<file path="src/rtl/fifo_arb_pkg.sv">
// Shared types and default parameters for the FIFO push arbiter.
package fifo_arb_pkg;

   typedef enum logic {
      IDLE  = 1'b0,
      BURST = 1'b1
   } arb_state_t;

   localparam int unsigned def_num_req    = 4;
   localparam int unsigned def_fifo_width = 32;
   localparam int unsigned def_max_burst  = 4;

   // Index/counter width that never collapses to zero bits.
   function automatic int unsigned width_min1(input int unsigned n);
      return (n > 1) ? $clog2(n) : 1;
   endfunction

endpackage

</file>
<file path="src/rtl/fifo_push_arbiter_rr_pick.sv">
// Round-robin picker: first set request after last_owner, wrapping modulo num_req.
module rr_pick
   import fifo_arb_pkg::*;
#(
   parameter int unsigned num_req = def_num_req,
   parameter int unsigned idx_w   = width_min1(num_req)
) (
   input  logic [num_req-1:0] req,
   input  logic [idx_w-1:0]   last_owner,
   output logic               valid,
   output logic [idx_w-1:0]   pick
);

   localparam logic [idx_w-1:0] top_idx = idx_w'(num_req - 1);

   logic [idx_w-1:0] cand;

   always_comb begin
      valid = 1'b0;
      pick  = '0;
      cand  = last_owner;
      // Walk num_req candidates starting just past last_owner; last_owner itself is checked last.
      for (int unsigned off = 0; off < num_req; off++) begin
         cand = (cand == top_idx) ? '0 : cand + idx_w'(1);
         if (!valid && req[cand]) begin
            valid = 1'b1;
            pick  = cand;
         end
      end
   end

endmodule

</file>
<file path="src/rtl/fifo_push_arbiter.sv">
// Shares one FIFO write port between num_req producers, granting round-robin bursts
// of up to max_burst words and stalling on fifo_full.
module fifo_push_arbiter
   import fifo_arb_pkg::*;
#(
   parameter int unsigned num_req    = def_num_req,
   parameter int unsigned fifo_width = def_fifo_width,
   parameter int unsigned max_burst  = def_max_burst
) (
   input  logic                          clk,
   input  logic                          reset,
   input  logic [num_req-1:0]            req,
   input  logic [num_req-1:0]            req_last,
   input  logic [num_req*fifo_width-1:0] req_data,
   output logic [num_req-1:0]            req_ack,
   output logic [num_req-1:0]            grant,
   output logic                          busy,
   input  logic                          fifo_full,
   output logic                          push,
   output logic [fifo_width-1:0]         fifo_data
);

   localparam int unsigned idx_w = width_min1(num_req);
   localparam int unsigned cnt_w = width_min1(max_burst);
   localparam logic [cnt_w-1:0] last_count = cnt_w'(max_burst - 1);
   localparam logic [idx_w-1:0] top_idx    = idx_w'(num_req - 1);

   arb_state_t       state;
   logic [idx_w-1:0] owner;
   logic [idx_w-1:0] last_owner;
   logic [cnt_w-1:0] count;

   logic             pick_valid;
   logic [idx_w-1:0] pick;
   logic [num_req-1:0] pick_onehot;

   logic                  owner_req;
   logic                  owner_last;
   logic [fifo_width-1:0] owner_data;

   rr_pick #(
      .num_req (num_req),
      .idx_w   (idx_w)
   ) u_rr_pick (
      .req        (req),
      .last_owner (last_owner),
      .valid      (pick_valid),
      .pick       (pick)
   );

   always_comb begin
      pick_onehot       = '0;
      pick_onehot[pick] = 1'b1;
   end

   always_comb begin
      owner_req  = 1'b0;
      owner_last = 1'b0;
      owner_data = '0;
      for (int unsigned i = 0; i < num_req; i++) begin
         if (owner == idx_w'(i)) begin
            owner_req  = req[i];
            owner_last = req_last[i];
            owner_data = req_data[i*fifo_width +: fifo_width];
         end
      end
   end

   // Gating with reset keeps a mid-burst reset from pushing in the cycle it is applied.
   always_comb begin
      push      = 1'b0;
      req_ack   = '0;
      fifo_data = '0;
      if (state == BURST) begin
         fifo_data = owner_data;
         push      = owner_req && !fifo_full && !reset;
         if (push) begin
            req_ack = grant;
         end
      end
   end

   always_ff @(posedge clk) begin
      if (reset) begin
         state      <= IDLE;
         grant      <= '0;
         busy       <= 1'b0;
         count      <= '0;
         owner      <= '0;
         last_owner <= top_idx;
      end else begin
         case (state)
            IDLE: begin
               if (pick_valid) begin
                  state <= BURST;
                  grant <= pick_onehot;
                  owner <= pick;
                  busy  <= 1'b1;
                  count <= '0;
               end
            end
            BURST: begin
               if (push) begin
                  if (owner_last || count == last_count) begin
                     state      <= IDLE;
                     grant      <= '0;
                     busy       <= 1'b0;
                     count      <= '0;
                     last_owner <= owner;
                  end else begin
                     count <= count + cnt_w'(1);
                  end
               end else if (!owner_req) begin
                  state      <= IDLE;
                  grant      <= '0;
                  busy       <= 1'b0;
                  count      <= '0;
                  last_owner <= owner;
               end
            end
            default: begin
               state <= IDLE;
               grant <= '0;
               busy  <= 1'b0;
            end
         endcase
      end
   end

endmodule
</file>
<file path="config.mk">
export PLATFORM = sky130hd
export DESIGN_NAME = fifo_push_arbiter
export DESIGN_NICKNAME = d
export VERILOG_FILES = /design/src/rtl/fifo_arb_pkg.sv /design/src/rtl/fifo_push_arbiter_rr_pick.sv /design/src/rtl/fifo_push_arbiter.sv
export SDC_FILE = /design/constraint.sdc
export NUM_CORES = 1
export LEC_CHECK = 0
export BUFFER_PORTS_ARGS = -buffer_cell sky130_fd_sc_hd__buf_2
export CORE_MARGIN = 1.5
export CORE_UTILIZATION = 30
export CTS_CLUSTER_SIZE = 20
export DETAILED_ROUTE_END_ITERATION = 6
export PLACE_DENSITY = 0.72
export SYNTH_ARGS = -nofsm -noshare
export SYNTH_HDL_FRONTEND = slang
export SYNTH_HIERARCHICAL = 1
export SYNTH_SLANG_ARGS = --single-unit
</file>
<file path="constraint.sdc">
create_clock -name clk -period 2.28 [get_ports clk]
set_clock_uncertainty 0.1 [all_clocks]
set_input_delay 0.342 -clock clk [delete_from_list [all_inputs] [get_ports clk]]
set_output_delay 0.342 -clock clk [all_outputs]
set_load 0.005 [all_outputs]
</file>
==> metrics.csv, run 1 <==
stage;metric;value;unit
run_status;status;finished, final reports clean;
global_route;grt_overflow;0;
logic_synthesis;yosysTopAreaCellShare;42.67;%
pwr;p_per_area;470.5;nW/µm²
global_route;antenna_found_initial;0;
clock_tree;clockRootBuffer;clkbuf_8;
logic_synthesis;synthMuxAreaShare;46.12;%
timing;tns;0;ns
layout;final_common_cell;buf_2;
pwr;pwr-share-seq;20.3;%
clock_tree;cts_sinks;12;
place;dp.cells;401;
timing;fin_crit_sh;92.10;%
logic_synthesis;syn-num-nets;299;
critical_path;endpoint;req_ack[0];
job;max_cap_violations;0;
layout;fin_nets;475;
critical_path;cp_max_fo;18;
critical_path;worstSetupEndpointType;primary output;
logic_synthesis;ys_seq_area_share;13.79;%
routing;drc;0;
clock_tree;clock_latency;0.24;ns
place;pre_cts_ws;0.3334;ns
critical_path;r2r_cells;6;
layout;diodes;0;
clock_tree;cts_resized;0;
pwr;p_total;1.310;mW
global_route;grt_pass1_vias;1990;
pwr;power_frac_comb;62.0;%
logic_synthesis;synth-async-reset-ratio;0;%
clock_tree;cts_tree;done;
logic_synthesis;yosys.area_share.simple;22.63;%
logic_synthesis;synthCells;158;
critical_path;r2r_slack;0.34;ns
layout;mostFrequentLayoutCells;buf_2, and2_1, mux4_2, nor2_1, dfxtp_1;
routing;drtIter0Drc;43;
logic_synthesis;yosys.area_share.xor_xnor;0;%
routing;routed_wirelength;5.967;mm
routing;drt_pass1_iterations;4;
critical_path;path_cells;buf_12, mux4_2, nand2_4, nor3_2, and2_1, buf_2;
die;start_util;31.44;%
timing;tightest_slew;0.4943;ns
layout;area_delta_synth_final;59.84;%
global_route;track_usage;17.98;%
pwr;power.leakage;1.348;nW
critical_path;r2r-end;grant[0];
critical_path;slowest_delay;0.39;ns
place;gp_congestion;0.8032;
critical_path;path_depth;6;
clock_tree;holdBufCountCts;0;
logic_synthesis;synth_compound_area_share;11.21;%
place;dp_hpwl;5.043;mm
critical_path;setup.worst_path.class;reg -> out;
logic_synthesis;synth_cell_type_count;39;
timing;timing.hold.ws;0.3583;ns
die;die-area;6272;µm²
clock_tree;cts_setup_buffers;0;
logic_synthesis;yosys-top-cells-area;mux4_2, dfxtp_1, and2_1;
timing;slew_viol_final;0;
global_route;grt_max_degree;35;
layout;final_util;50.25;%
clock_tree;cts_buffer_depth;2;
clock_tree;h-tree-depth;1;
place;portBuffers;180;
die;io_pins;181;
clock_tree;clkTransAtPathRegs;0.06;ns
logic_synthesis;synth_seq_cells;12;
logic_synthesis;synthAdderAreaFrac;1.437;%
critical_path;critPathTopFamily;multiplexers;
die;die_w;79.20;µm
critical_path;crit_path_start_kind;flop;
pwr;worst_ir_drop_vdd;0.4667;mV
pwr;power_frac_clock;17.7;%
timing;slew_headroom;66.80;%
logic_synthesis;ys.warnings.count;6;
timing;fmax;476.2;MHz
critical_path;critPathBufInv;2;
hold_path;hold_path.class;reg -> reg;
clock_tree;cts_buffers;3;
timing;min_period;2.100;ns
logic_synthesis;synth_edf_count;0;
critical_path;crit_start;owner[0];
pwr;internal_power;0.8678;mW
place;placement.cell_area;2729;µm²
routing;ant_nets;0;
layout;drive_gt1_share;69.67;%
layout;final_cell_area;2784;µm²
critical_path;crit_required;1.84;ns
logic_synthesis;synth_top_family_by_area;multiplexers;
timing;rsz0062_at_grt;false;
logic_synthesis;synthFlopType;dfxtp_1;
logic_synthesis;synth_area_leader_cell;mux4_2;
global_route;grt_first_pass_wirelength;9.039;mm
die;std_cell_rows;27;
layout;fin_cells;405;
critical_path;crit_slowest_cell;mux4_2;
routing;vias;2030;
pwr;swShare;33.75;%
timing;layout_setup_ws;0.1801;ns
pwr;p_switching;0.4421;mW
timing;setup_viol;0;
critical_path;arrival;1.66;ns
timing;hold_viol;0;
die;fp.dieH;79.20;µm
logic_synthesis;syn-mean-instance-area;11.02;µm²
logic_synthesis;syn-cell-area;1742;µm²
critical_path;regToRegStartpoint;last_owner[0];
die;core;5540;µm²
routing;wire_per_inst;14.73;µm
routing;viasPerCell;5.012;
## cells by family after synthesis
| family | count (synthesis) |
|---|---|
| buffers and inverters | 18 |
| AOI/OAI and AO/OA | 20 |
| and+or+nand+nor | 67 |
| DFF | 12 |
| adders and majority gates | 2 |
| muxes | 39 |
## synthesized netlist by cell type, types with 3 or more instances
library cell   n
a22o_1         3
mux4_2        33
a21oi_1        5
nor3_1         4
and2_1        36
dfxtp_1       12
clkbuf_1       8
inv_1          4
buf_2          3
nand2_1        3
nor2_1        10
mux2i_1        6
## power groups by stage
stage	Combinational, mW	Clock, mW	Sequential, mW
5_1_grt	0.895	0.245	0.270
3_5_place_dp	0.822	0	0.270
4_1_cts	0.823	0.236	0.266
3_3_place_gp	0.807	0	0.270
6_report	0.812	0.232	0.266
2_1_floorplan	0.538	0	0.259
## metal layers
layer	vias up	track usage [%]	share of wire, %	wire length (µm)
li1	969	-	-	-
met5	-	0	0	0
met3	8	3.218	7.2	429
met4	0	5.263	1.6	94
met1	957	19.93	37	2190
met2	96	34.53	55	3253
## registers in the layout, indices dropped and copies added (netlist names)
signal,cells
busy,1
count,2
grant,4
last_owner,2
owner,2
state,1
## final cells by class
class	count	area [µm²]
Fill cell	534	2756
Multi-Input combinational cell	128	1418
Timing Repair Buffer	185	963.4
Sequential cell	12	242.7
Tap cell	72	90.09
Clock buffer	4	55.05
Inverter	4	15.01
## how the worst min path moves through the flow
stage / to / start / cells past startpoint
2_1_floorplan: count[1] / count[1] / 2
3_3_place_gp: count[1] / count[1] / 2
3_5_place_dp: count[1] / count[1] / 2
4_1_cts: count[1] / count[1] / 2
5_1_grt: count[1] / count[1] / 2
6_report: count[1] / count[1] / 2
## tightest hold or removal path, delay by kind of cell, from the launching register on
family           cells  cell delay, ns
AO/OA/AOI/OAI        1            0.05
AND/OR/NAND/NOR      1            0.05
flip-flops           1            0.31
Power figures use the tool's default switching activity.
==> inputs of run 2 (changes only) <==
Settings changed: ABC_AREA set to 1, CORE_MARGIN 1.5 to 3, CORE_UTILIZATION 30 to 34, PLACE_DENSITY 0.72 to 0.76.
==> metrics.csv, run 2 <==
stage;metric;value;unit;change
run_status;status;finished, final reports clean;;unchanged
die;fp.dieH;83.52;µm;was 79.20 µm
global_route;track_usage;23.45;%;was 17.98%
die;io_pins;181;;unchanged
critical_path;crit_slowest_cell;dfxtp_2;;was mux4_2
logic_synthesis;yosys-top-cells-area;nand2_1, nand3_1, dfxtp_1;;was mux4_2, dfxtp_1, and2_1
critical_path;path_cells;inv_4, nand2_1, o221ai_1, a21oi_1, buf_2;;was buf_12, mux4_2, nand2_4, nor3_2, and2_1, buf_2
clock_tree;cts_tree;done;;unchanged
critical_path;r2r_cells;15;;was 6
logic_synthesis;synth_edf_count;0;;unchanged
routing;drtIter0Drc;101;;was 43
layout;largest_register_ffs;4;;unchanged
place;dp_hpwl;6.686;mm;was 5.043 mm
global_route;antenna_found_initial;1;;was 0
critical_path;critPathBufInv;2;;unchanged
clock_tree;cts_buffer_depth;2;;unchanged
hold_path;holdPathStages;2;;unchanged
place;dp.cells;602;;was 401
die;core;5675;µm²;was 5540 µm²
global_route;grt_first_pass_wirelength;13.85;mm;was 9.039 mm
critical_path;cp_max_fo;17;;was 18
pwr;worst_ir_drop_vdd;0.6925;mV;was 0.4667 mV
routing;drt_pass1_iterations;4;;unchanged
critical_path;crit_required;1.84;ns;about the same
timing;fmax;468.1;MHz;was 476.2 MHz
die;die_w;83.52;µm;was 79.20 µm
clock_tree;cts_buffers;3;;unchanged
pwr;power.leakage;1.750;nW;was 1.348 nW
logic_synthesis;synthCells;368;;was 158
layout;final_cell_area;3022;µm²;was 2784 µm²
logic_synthesis;synth_seq_cells;12;;unchanged
logic_synthesis;yosysTopAreaCellShare;15.25;%;was 42.67%
layout;largest_register;grant;;unchanged
routing;vias;3104;;was 2,030
clock_tree;clock_latency;0.24;ns;about the same
logic_synthesis;syn-num-nets;509;;was 299
timing;tns;0;ns;unchanged
hold_path;hold_path.class;in -> reg;;was reg -> reg
global_route;grt_max_degree;25;;was 35
hold_path;min_from;reset;;was count[1]
logic_synthesis;yosysMostFrequentCell;nand2_1;;was and2_1
pwr;p_per_area;912.6;nW/µm²;was 470.5 nW/µm²
clock_tree;cts_sinks;12;;unchanged
layout;area_delta_synth_final;47.89;%;was 59.84%
global_route;grt_pass1_vias;2949;;was 1,990
logic_synthesis;ys_seq_area_share;11.76;%;was 13.79%
place;portBuffers;180;;unchanged
layout;drive_gt1_share;43.53;%;was 69.67%
logic_synthesis;syn-mean-instance-area;5.552;µm²;was 11.02 µm²
timing;slew_headroom;71.47;%;was 66.80%
logic_synthesis;synth-async-reset-ratio;0;%;unchanged
layout;final_common_cell;buf_2;;unchanged
critical_path;crit_path_start_kind;flop;;unchanged
logic_synthesis;synth_cell_type_count;30;;was 39
critical_path;r2r_slack;0.21;ns;was 0.34 ns
timing;fin_crit_sh;93.69;%;was 92.10%
die;std_cell_rows;27;;unchanged
layout;fin_cells;606;;was 405
routing;routed_wirelength;8.544;mm;was 5.967 mm
pwr;p_total;2.758;mW;was 1.310 mW
die;die-area;6976;µm²;was 6272 µm²
clock_tree;clkTransAtPathRegs;0.05;ns;was 0.06 ns
job;max_cap_violations;0;;unchanged
critical_path;regToRegStartpoint;last_owner[0];;unchanged
hold_path;worstHoldEndpoint;grant[2];;was count[1]
routing;wire_per_inst;14.10;µm;was 14.73 µm
logic_synthesis;synthFlopType;dfxtp_1;;unchanged
global_route;grt_overflow;0;;unchanged
critical_path;r2r-end;grant[0];;unchanged
routing;ant_nets;0;;unchanged
critical_path;arrival;1.69;ns;was 1.66 ns
layout;fill_cells;572;;was 534
layout;fin_nets;676;;was 475
die;start_util;36.00;%;was 31.44%
critical_path;worstSetupEndpointType;primary output;;unchanged
clock_tree;h-tree-depth;1;;unchanged
timing;slew_viol_final;0;;unchanged
place;gp_congestion;0.8865;;was 0.8032
logic_synthesis;synth_area_leader_cell;nand2_1;;was mux4_2
critical_path;setup.worst_path.class;reg -> out;;unchanged
logic_synthesis;syn-cell-area;2043;µm²;was 1742 µm²
timing;tightest_slew;0.4273;ns;was 0.4943 ns
routing;viasPerCell;5.122;;was 5.012
logic_synthesis;synth_common_cells;nand2_1, nand3_1, inv_1;;was and2_1, mux4_2, dfxtp_1
critical_path;critPathTopFamily;flip-flops;;was multiplexers
critical_path;slowest_delay;0.47;ns;was 0.39 ns
place;placement.cell_area;2947;µm²;was 2729 µm²
timing;setup_viol;0;;unchanged
logic_synthesis;ys.warnings.count;6;;unchanged
routing;drc;0;;unchanged
layout;mostFrequentLayoutCells;buf_2, nand2_1, nand3_1, inv_1, nor2_1;;was buf_2, and2_1, mux4_2, nor2_1, dfxtp_1
timing;min_period;2.136;ns;was 2.100 ns
timing;hold_viol;0;;unchanged
clock_tree;clockRootBuffer;clkbuf_8;;unchanged
==> run 2: cell types whose count changed after synthesis, sizes merged, moves of 19 or more <==
cell,delta
o21ai,+23
inv,+43
nand3,+59
mux4,-33
o211ai,+19
nor2,+29
nand2,+94
and2,-36
==> run 2: cell families after synthesis <==
family,count (synthesis),synth area share (%)
and+or+nand+nor,203,46.17
AOI/OAI and AO/OA,79,25.11
adders and majority gates,2,1.225
buffers and inverters,72,15.74
DFF,12,11.76
==> run 2: final cells by class <==
cell class / count / area, µm² / area share (%)
antenna: 1 / 2.502 / 0.08282
clock buffer: 3 / 41.29 / 1.366
inverter: 47 / 183.9 / 6.087
multi-input combinational: 284 / 1506 / 49.85
sequential: 12 / 244.0 / 8.075
tap: 72 / 90.09 / 2.981
timing repair buffer: 187 / 953.4 / 31.55
==> run 2: worst max path at each step <==
stage / slack (ns) / depth (start not counted) / from / endpoint
finish: 0.14 / 5 / owner[0] / fifo_data[30]
global route: -0.03 / 15 / last_owner[0] / grant[0]
CTS: 0.007 / 5 / owner[1] / fifo_data[30]
detailed placement: 0.008 / 14 / last_owner[0] / grant[0]
global placement: 0.12 / 14 / last_owner[0] / grant[1]
floorplan: 0.27 / 14 / last_owner[0] / grant[0]
==> run 2: power breakdown <==
part	leakage, nW	switching [mW]	internal, mW
clock	0.0216	0.0712	0.116
combinational	1.63	1.34	0.864
sequential	0.0991	0.0847	0.283
==> run 2: through the flow <==
step                      util (%)  hold slack [ns]  setup WS, ns
after global placement       51.92           0.3539        0.1238
after global routing         53.24           0.3430      -0.03388
final                        53.24           0.3321        0.1439
after detailed placement     51.92           0.3593      0.007857
after floorplan                  -           0.3427        0.2690
after CTS                    52.67           0.3152      0.006908
==> run 2: repair_timing <==
| item | CTS | global route |
|---|---|---|
| hold buffers | 0 | 0 |
| endpoints found under the setup margin | 7 | 24 |
| buffers inserted | 0 | 0 |
| endpoints found under the hold margin | 0 | 0 |
| gates resized for setup | 2 | 9 |
==> run 2: metal layers <==
layer / GRT usage (%) / wire length (µm) / up-vias
met3: 3.455 / 611 / 26
met1: 28.23 / 3285 / 1384
met5: 0 / 0 / -
li1: - / - / 1563
met4: 7.895 / 298 / 0
met2: 42.35 / 4348 / 131
